File: config.mk
export PLATFORM = sky130hd
export DESIGN_NAME = max_unpooling_1
export DESIGN_NICKNAME = d
export VERILOG_FILES = /design/src/rtl/maxpool_pkg.sv /design/src/rtl/unpool_row_buffer.sv /design/src/rtl/max_unpooling_1.sv
export SDC_FILE = /design/constraint.sdc
export NUM_CORES = 1
export LEC_CHECK = 0
export ABC_CLOCK_PERIOD_IN_PS = 6050
export CAP_MARGIN = 10
export CORE_ASPECT_RATIO = 0.7
export CORE_MARGIN = 4
export CORE_UTILIZATION = 30
export DETAILED_ROUTE_END_ITERATION = 8
export GPL_ROUTABILITY_DRIVEN = 0
export GPL_TIMING_DRIVEN = 1
export HOLD_SLACK_MARGIN = 0.03
export PLACE_DENSITY_LB_ADDON = 0.15
export SLEW_MARGIN = 20
export SYNTH_ARGS = -nofsm -noshare
export SYNTH_HDL_FRONTEND = slang
export SYNTH_HIERARCHICAL = 1
export SYNTH_SLANG_ARGS = --single-unit
File: constraint.sdc
create_clock -name clk -period 6.05 [get_ports clk]
set_clock_uncertainty 0.2 [all_clocks]
set_input_delay 1.21 -clock clk [delete_from_list [all_inputs] [get_ports clk]]
set_output_delay 1.21 -clock clk [all_outputs]
set_load 0.1 [all_outputs]
File: src/rtl/maxpool_pkg.sv
// Shared sizing, argmax encoding and unpool FSM state type for the max-unpooling block.
package maxpool_pkg;
  localparam int BITWIDTH = 32;
  localparam int CHANNELS = 2;
  localparam int POOL_DIM = 14;
  localparam int FMAP_DIM = 2 * POOL_DIM;

  // Position of the max inside a 2x2 window, {dy, dx}.
  typedef enum logic [1:0] {
    IDX_TL = 2'd0,
    IDX_TR = 2'd1,
    IDX_BL = 2'd2,
    IDX_BR = 2'd3
  } argmax_idx_t;

  typedef enum logic [1:0] {
    FILL     = 2'd0,
    EMIT_TOP = 2'd1,
    EMIT_BOT = 2'd2
  } unpool_state_t;

  // Counter width that never collapses to zero bits for trivial sizes.
  function automatic int cnt_width(input int n);
    return (n > 1) ? $clog2(n) : 1;
  endfunction
endpackage

File: src/rtl/unpool_row_buffer.sv
// One pooled row of {value, argmax index}: single write port, combinational read.
module unpool_row_buffer
  import maxpool_pkg::*;
#(
  parameter int WIDTH = BITWIDTH,
  parameter int DEPTH = POOL_DIM,
  parameter int AW    = cnt_width(DEPTH)
) (
  input  logic             clk,
  input  logic             wr_en,
  input  logic [AW-1:0]    wr_addr,
  input  logic [WIDTH-1:0] wr_data,
  input  argmax_idx_t      wr_idx,
  input  logic [AW-1:0]    rd_addr,
  output logic [WIDTH-1:0] rd_data,
  output argmax_idx_t      rd_idx
);
  logic [WIDTH-1:0] val_mem [DEPTH];
  argmax_idx_t      idx_mem [DEPTH];

  // No reset: a row is always completely rewritten before it is read.
  always_ff @(posedge clk) begin
    if (wr_en) begin
      val_mem[wr_addr] <= wr_data;
      idx_mem[wr_addr] <= wr_idx;
    end
  end

  assign rd_data = val_mem[rd_addr];
  assign rd_idx  = idx_mem[rd_addr];
endmodule

File: src/rtl/max_unpooling_1.sv
// 2x2 max-unpooling: buffers one pooled row, then streams the two full-resolution rows it expands to.
module max_unpooling_1 #(
  parameter int BITWIDTH = maxpool_pkg::BITWIDTH,
  parameter int CHANNELS = maxpool_pkg::CHANNELS,
  parameter int POOL_DIM = maxpool_pkg::POOL_DIM
) (
  input  logic                clk,
  input  logic                rst_n,
  input  logic                in_valid,
  output logic                in_ready,
  input  logic [BITWIDTH-1:0] in_data,
  input  logic [1:0]          in_idx,
  output logic                out_valid,
  input  logic                out_ready,
  output logic [BITWIDTH-1:0] out_data,
  output logic                out_last,
  output logic                out_frame_last
);
  import maxpool_pkg::*;

  // state    | meaning
  // FILL     | accepting one pooled row into the row buffer
  // EMIT_TOP | streaming full-res row 2r   (dy = 0)
  // EMIT_BOT | streaming full-res row 2r+1 (dy = 1)

  localparam int FMAP_SIDE = 2 * POOL_DIM;
  localparam int CW = cnt_width(POOL_DIM);
  localparam int PW = cnt_width(FMAP_SIDE);
  localparam int HW = cnt_width(CHANNELS);

  unpool_state_t state, state_nxt;
  logic [CW-1:0] col_cnt;
  logic [CW-1:0] row_cnt;
  logic [PW-1:0] pix_cnt;
  logic [HW-1:0] ch_cnt;

  logic in_fire, out_fire, fill_done, row_done, map_done;
  logic [BITWIDTH-1:0] rd_data;
  argmax_idx_t rd_idx;
  logic [1:0] pos;

  assign in_ready  = (state == FILL);
  assign out_valid = (state != FILL);
  assign in_fire   = in_valid && in_ready;
  assign out_fire  = out_valid && out_ready;
  assign fill_done = in_fire && (col_cnt == CW'(POOL_DIM - 1));
  assign row_done  = out_fire && (pix_cnt == PW'(FMAP_SIDE - 1));
  assign map_done  = (row_cnt == CW'(POOL_DIM - 1));

  unpool_row_buffer #(
    .WIDTH (BITWIDTH),
    .DEPTH (POOL_DIM)
  ) u_row_buffer (
    .clk     (clk),
    .wr_en   (in_fire),
    .wr_addr (col_cnt),
    .wr_data (in_data),
    .wr_idx  (argmax_idx_t'(in_idx)),
    .rd_addr (CW'(pix_cnt >> 1)),
    .rd_data (rd_data),
    .rd_idx  (rd_idx)
  );

  always_ff @(posedge clk) begin
    if (!rst_n) state <= FILL;
    else        state <= state_nxt;
  end

  always_comb begin
    state_nxt      = state;
    out_data       = '0;
    out_last       = 1'b0;
    out_frame_last = 1'b0;
    pos            = {state == EMIT_BOT, pix_cnt[0]};
    case (state)
      FILL:     if (fill_done) state_nxt = EMIT_TOP;
      EMIT_TOP: if (row_done)  state_nxt = EMIT_BOT;
      EMIT_BOT: begin
        out_last       = (pix_cnt == PW'(FMAP_SIDE - 1)) && map_done;
        out_frame_last = out_last && (ch_cnt == HW'(CHANNELS - 1));
        if (row_done) state_nxt = FILL;
      end
      default:  state_nxt = FILL;
    endcase
    // Outputs derive only from registered state, so they hold while stalled.
    if (out_valid && (rd_idx == argmax_idx_t'(pos))) out_data = rd_data;
  end

  always_ff @(posedge clk) begin
    if (!rst_n) begin
      col_cnt <= '0;
      row_cnt <= '0;
      pix_cnt <= '0;
      ch_cnt  <= '0;
    end else begin
      if (in_fire)  col_cnt <= fill_done ? '0 : col_cnt + CW'(1);
      if (out_fire) pix_cnt <= row_done  ? '0 : pix_cnt + PW'(1);
      if (row_done && (state == EMIT_BOT)) begin
        row_cnt <= map_done ? '0 : row_cnt + CW'(1);
        if (map_done) ch_cnt <= (ch_cnt == HW'(CHANNELS - 1)) ? '0 : ch_cnt + HW'(1);
      end
    end
  end
endmodule

==> reports/qor.yml <==
clocking:
  cts_max_level: 2
  cts-hold-fix-buffers: 0
  ctsResizeCount: 0
  cts_setup_buffers: 0
  cts_tree: "yes"
  clk_latency_ns: 0.58
  clock-root-buffer: "clkbuf_16"
  clock_sinks: 492
  cts_buffers: 49
  clk_path_buf_depth: 3
  clkSlewWorstSetupHoldPaths_ns: 0.06
setup_path:
  endpoint_kind: "primary output"
  reg2reg_slack_ns: 2.75
  r2r_end: "u_row_buffer/val_mem[2][3]"
  timing.rr.start: "state[1]"
  worst-setup-path-type: "flop to primary output"
  crit_required_ns: 4.64
  startpoint: "pix_cnt[4]"
  crit_path_start_kind: "flop"
  critical_path_peak_fanout: 25
  reg2reg_depth: 5
  arrival_ns: 3.84
sta:
  fin_setup_tns_ns: 0
  hold_viol_final: 0
  finalSetupViolations: 0
  rsz0062_at_grt: "false"
  tightest_slew_ns: 1.01
  report.final.slew_viol_count: 0
  post-route-period-util: 0.868
  slew_headroom: 0.326
  hold_slack_ns: 0.276
  max_freq_mhz: 191
  fin_crit_ns: 5.25
cells_and_area:
  drive_gt1_frac: 0.278
  final_cell_area_um2: 22700
  diodes: 0
  syn2layout_area_growth_pct: 18.7
  fin_nets: 1059
synth:
  synth_compound_area_frac: 0.0297
  yosys_warnings: 6
  yosysUniqueCellTypes: 49
  ys.flop_type: "edfxtp_1"
  synth-adder-area-share: 0.00196
  synth.area.mux_share: 0.160
  seq_area_frac_synth: 0.764
  synth_edf_count: 476
  syn_inst: 913
  synth-simple-area-share: 0.0294
  async_reset_ff_frac: 0
  syn_area_um2: 19100
  avgSynthCellArea_um2: 20.9
  ys_ff_latch: 492
  synthXorXnorAreaFrac: 0.000458
  synth_top_family_by_area: "multiplexers"
  synth_nets: 954
worst_hold_path:
  min_from: "ch_cnt"
  hold_class: "flop to flop"
  holdPathEnd: "ch_cnt"
  whs_path_depth: 2
die:
  rows: 77
  io_pins: 74
  start_util: 0.303
  die_h_um: 219
  dieWidth_um: 310
  die_area_um2: 67900
  fp.coreArea_um2: 63100
placement:
  portBuffers: 73
  dp_hpwl_mm: 24.9
  place_area_um2: 21100
routing:
  vias: 9219
  viasPerCell: 4.90
  wl_per_cell_um: 24.5
  routed_wl_mm: 46.1
  drtIter0Drc: 699
  ant_nets: 0
  route.detailed.drc: 0
  firstDrtPassIters: 5
grt:
  grt_pass1_vias: 9544
  grt_first_pass_wirelength_mm: 67.4
  grt.total_usage: 0.136
  antenna_found_initial: 1
  grt_max_degree: 46
  grt.overflow.total: 0
run:
  drv_cap: 0
power_and_ir_drop:
  leakagePower_nw: 6.89
  ir_drop_mv: 0.173
  cellPowerDensity_nw_per_um2: 305
outcome:
  status: "completed"
## worst max-delay path: stages (launching register included)
cell             delay (ns)
dfxtp_2                0.74
buf_4                  0.59
nand4b_2               0.31
nor3_1                 0.31
and2_1                 0.16
clkdlybuf4s50_1        1.12
## registers in the layout (all words and copies together), names as in the netlist
| register | cells |
|---|---|
| state | 2 |
| ch_cnt | 1 |
| row_cnt | 4 |
| col_cnt | 4 |
| pix_cnt | 5 |
| u_row_buffer/val_mem | 448 |
| u_row_buffer/idx_mem | 28 |
## cell usage after synthesis (all sizes together) (6+ instances only)
cell	n	area, um^2
a21oi	45	225
and2	33	206
buf	33	203
clkbuf	14	53.8
dfxtp	16	320
edfxtp	476	14300
inv	7	26.3
mux2	34	383
mux2i	37	370
mux4	102	2300
nand2	12	45.0
nand2b	6	37.5
nand3b	6	45.0
nor2	11	41.3
nor3	6	30.0
o22ai	34	213
## report_power, final
part | leakage (nW) | switching [mW] | internal, mW | total, mW
Sequential | 4.44 | 0.0112 | 3.77 | 3.79
Clock | 0.762 | 1.27 | 1.72 | 2.99
Combinational | 1.69 | 0.103 | 0.0549 | 0.158
## stage by stage
step / total power, mW / setup WS (ns) / util / std cells
6_report: 6.93 / 0.802 / 0.360 / 1882
5_1_grt: 7.21 / 0.537 / 0.360 / 1882
4_1_cts: 7.03 / 0.714 / 0.360 / 1882
3_5_place_dp: 4.02 / 1.37 / 0.335 / 1796
3_3_place_gp: 4.02 / 1.38 / 0.335 / 1796
2_1_floorplan: 3.91 / 0.700 / - / 913
## final cells by class
type,count,area (um^2)
clock inverters,28,274
repair buffers,101,1110
fillers,5783,40400
flip-flops and latches,492,14600
clock buffers,58,1280
inverters,7,26.3
multi-input cells,367,4340
well taps,829,1040
## kinds of logic after synthesis
kind of cell / count (synthesis)
xor gates and xnor gates: 1
AOI/OAI and AO/OA: 95
adders and majority gates: 3
and+or+nand+nor: 95
DFF: 492
buffers and inverters: 54
muxes: 173
## how the worst max path moves through the flow
stage | end | cells past startpoint | slack [ns]
2_1_floorplan | out_frame_last | 4 | 0.70
3_3_place_gp | out_data[5] | 8 | 1.38
3_5_place_dp | out_frame_last | 5 | 1.37
4_1_cts | out_frame_last | 5 | 0.71
5_1_grt | out_data[2] | 8 | 0.54
6_report | out_frame_last | 5 | 0.80
## cell usage in the layout (no fill, tap or decap), types with 3 or more instances in the layout
cell type,count
a21oi_1,44
mux2_2,34
clkbuf_16,50
buf_4,40
mux4_2,102
clkinv_1,10
nand2b_1,5
bufinv_16,5
mux2i_1,37
dfxtp_1,12
clkbuf_1,8
buf_12,20
o22ai_1,34
and2_1,33
clkinv_2,9
clkdlybuf4s50_1,41
nand2_1,12
edfxtp_1,476
nor2_4,10
nor3_2,3
nand3b_1,6
or3_1,3
nand4_1,3
a311oi_1,3
inv_1,6
ha_1,3
## metal layers
metal,wire (um),up-vias,part of all wire,GRT usage
met2,21400,199,0.46,0.215
li1,-,4004,-,-
met1,22100,4963,0.48,0.198
met3,1950,51,0.042,0.0250
met4,661,2,0.014,0.0297
met5,13,-,0.00028,0
No activity file was read; power rests on OpenSTA's default activity.
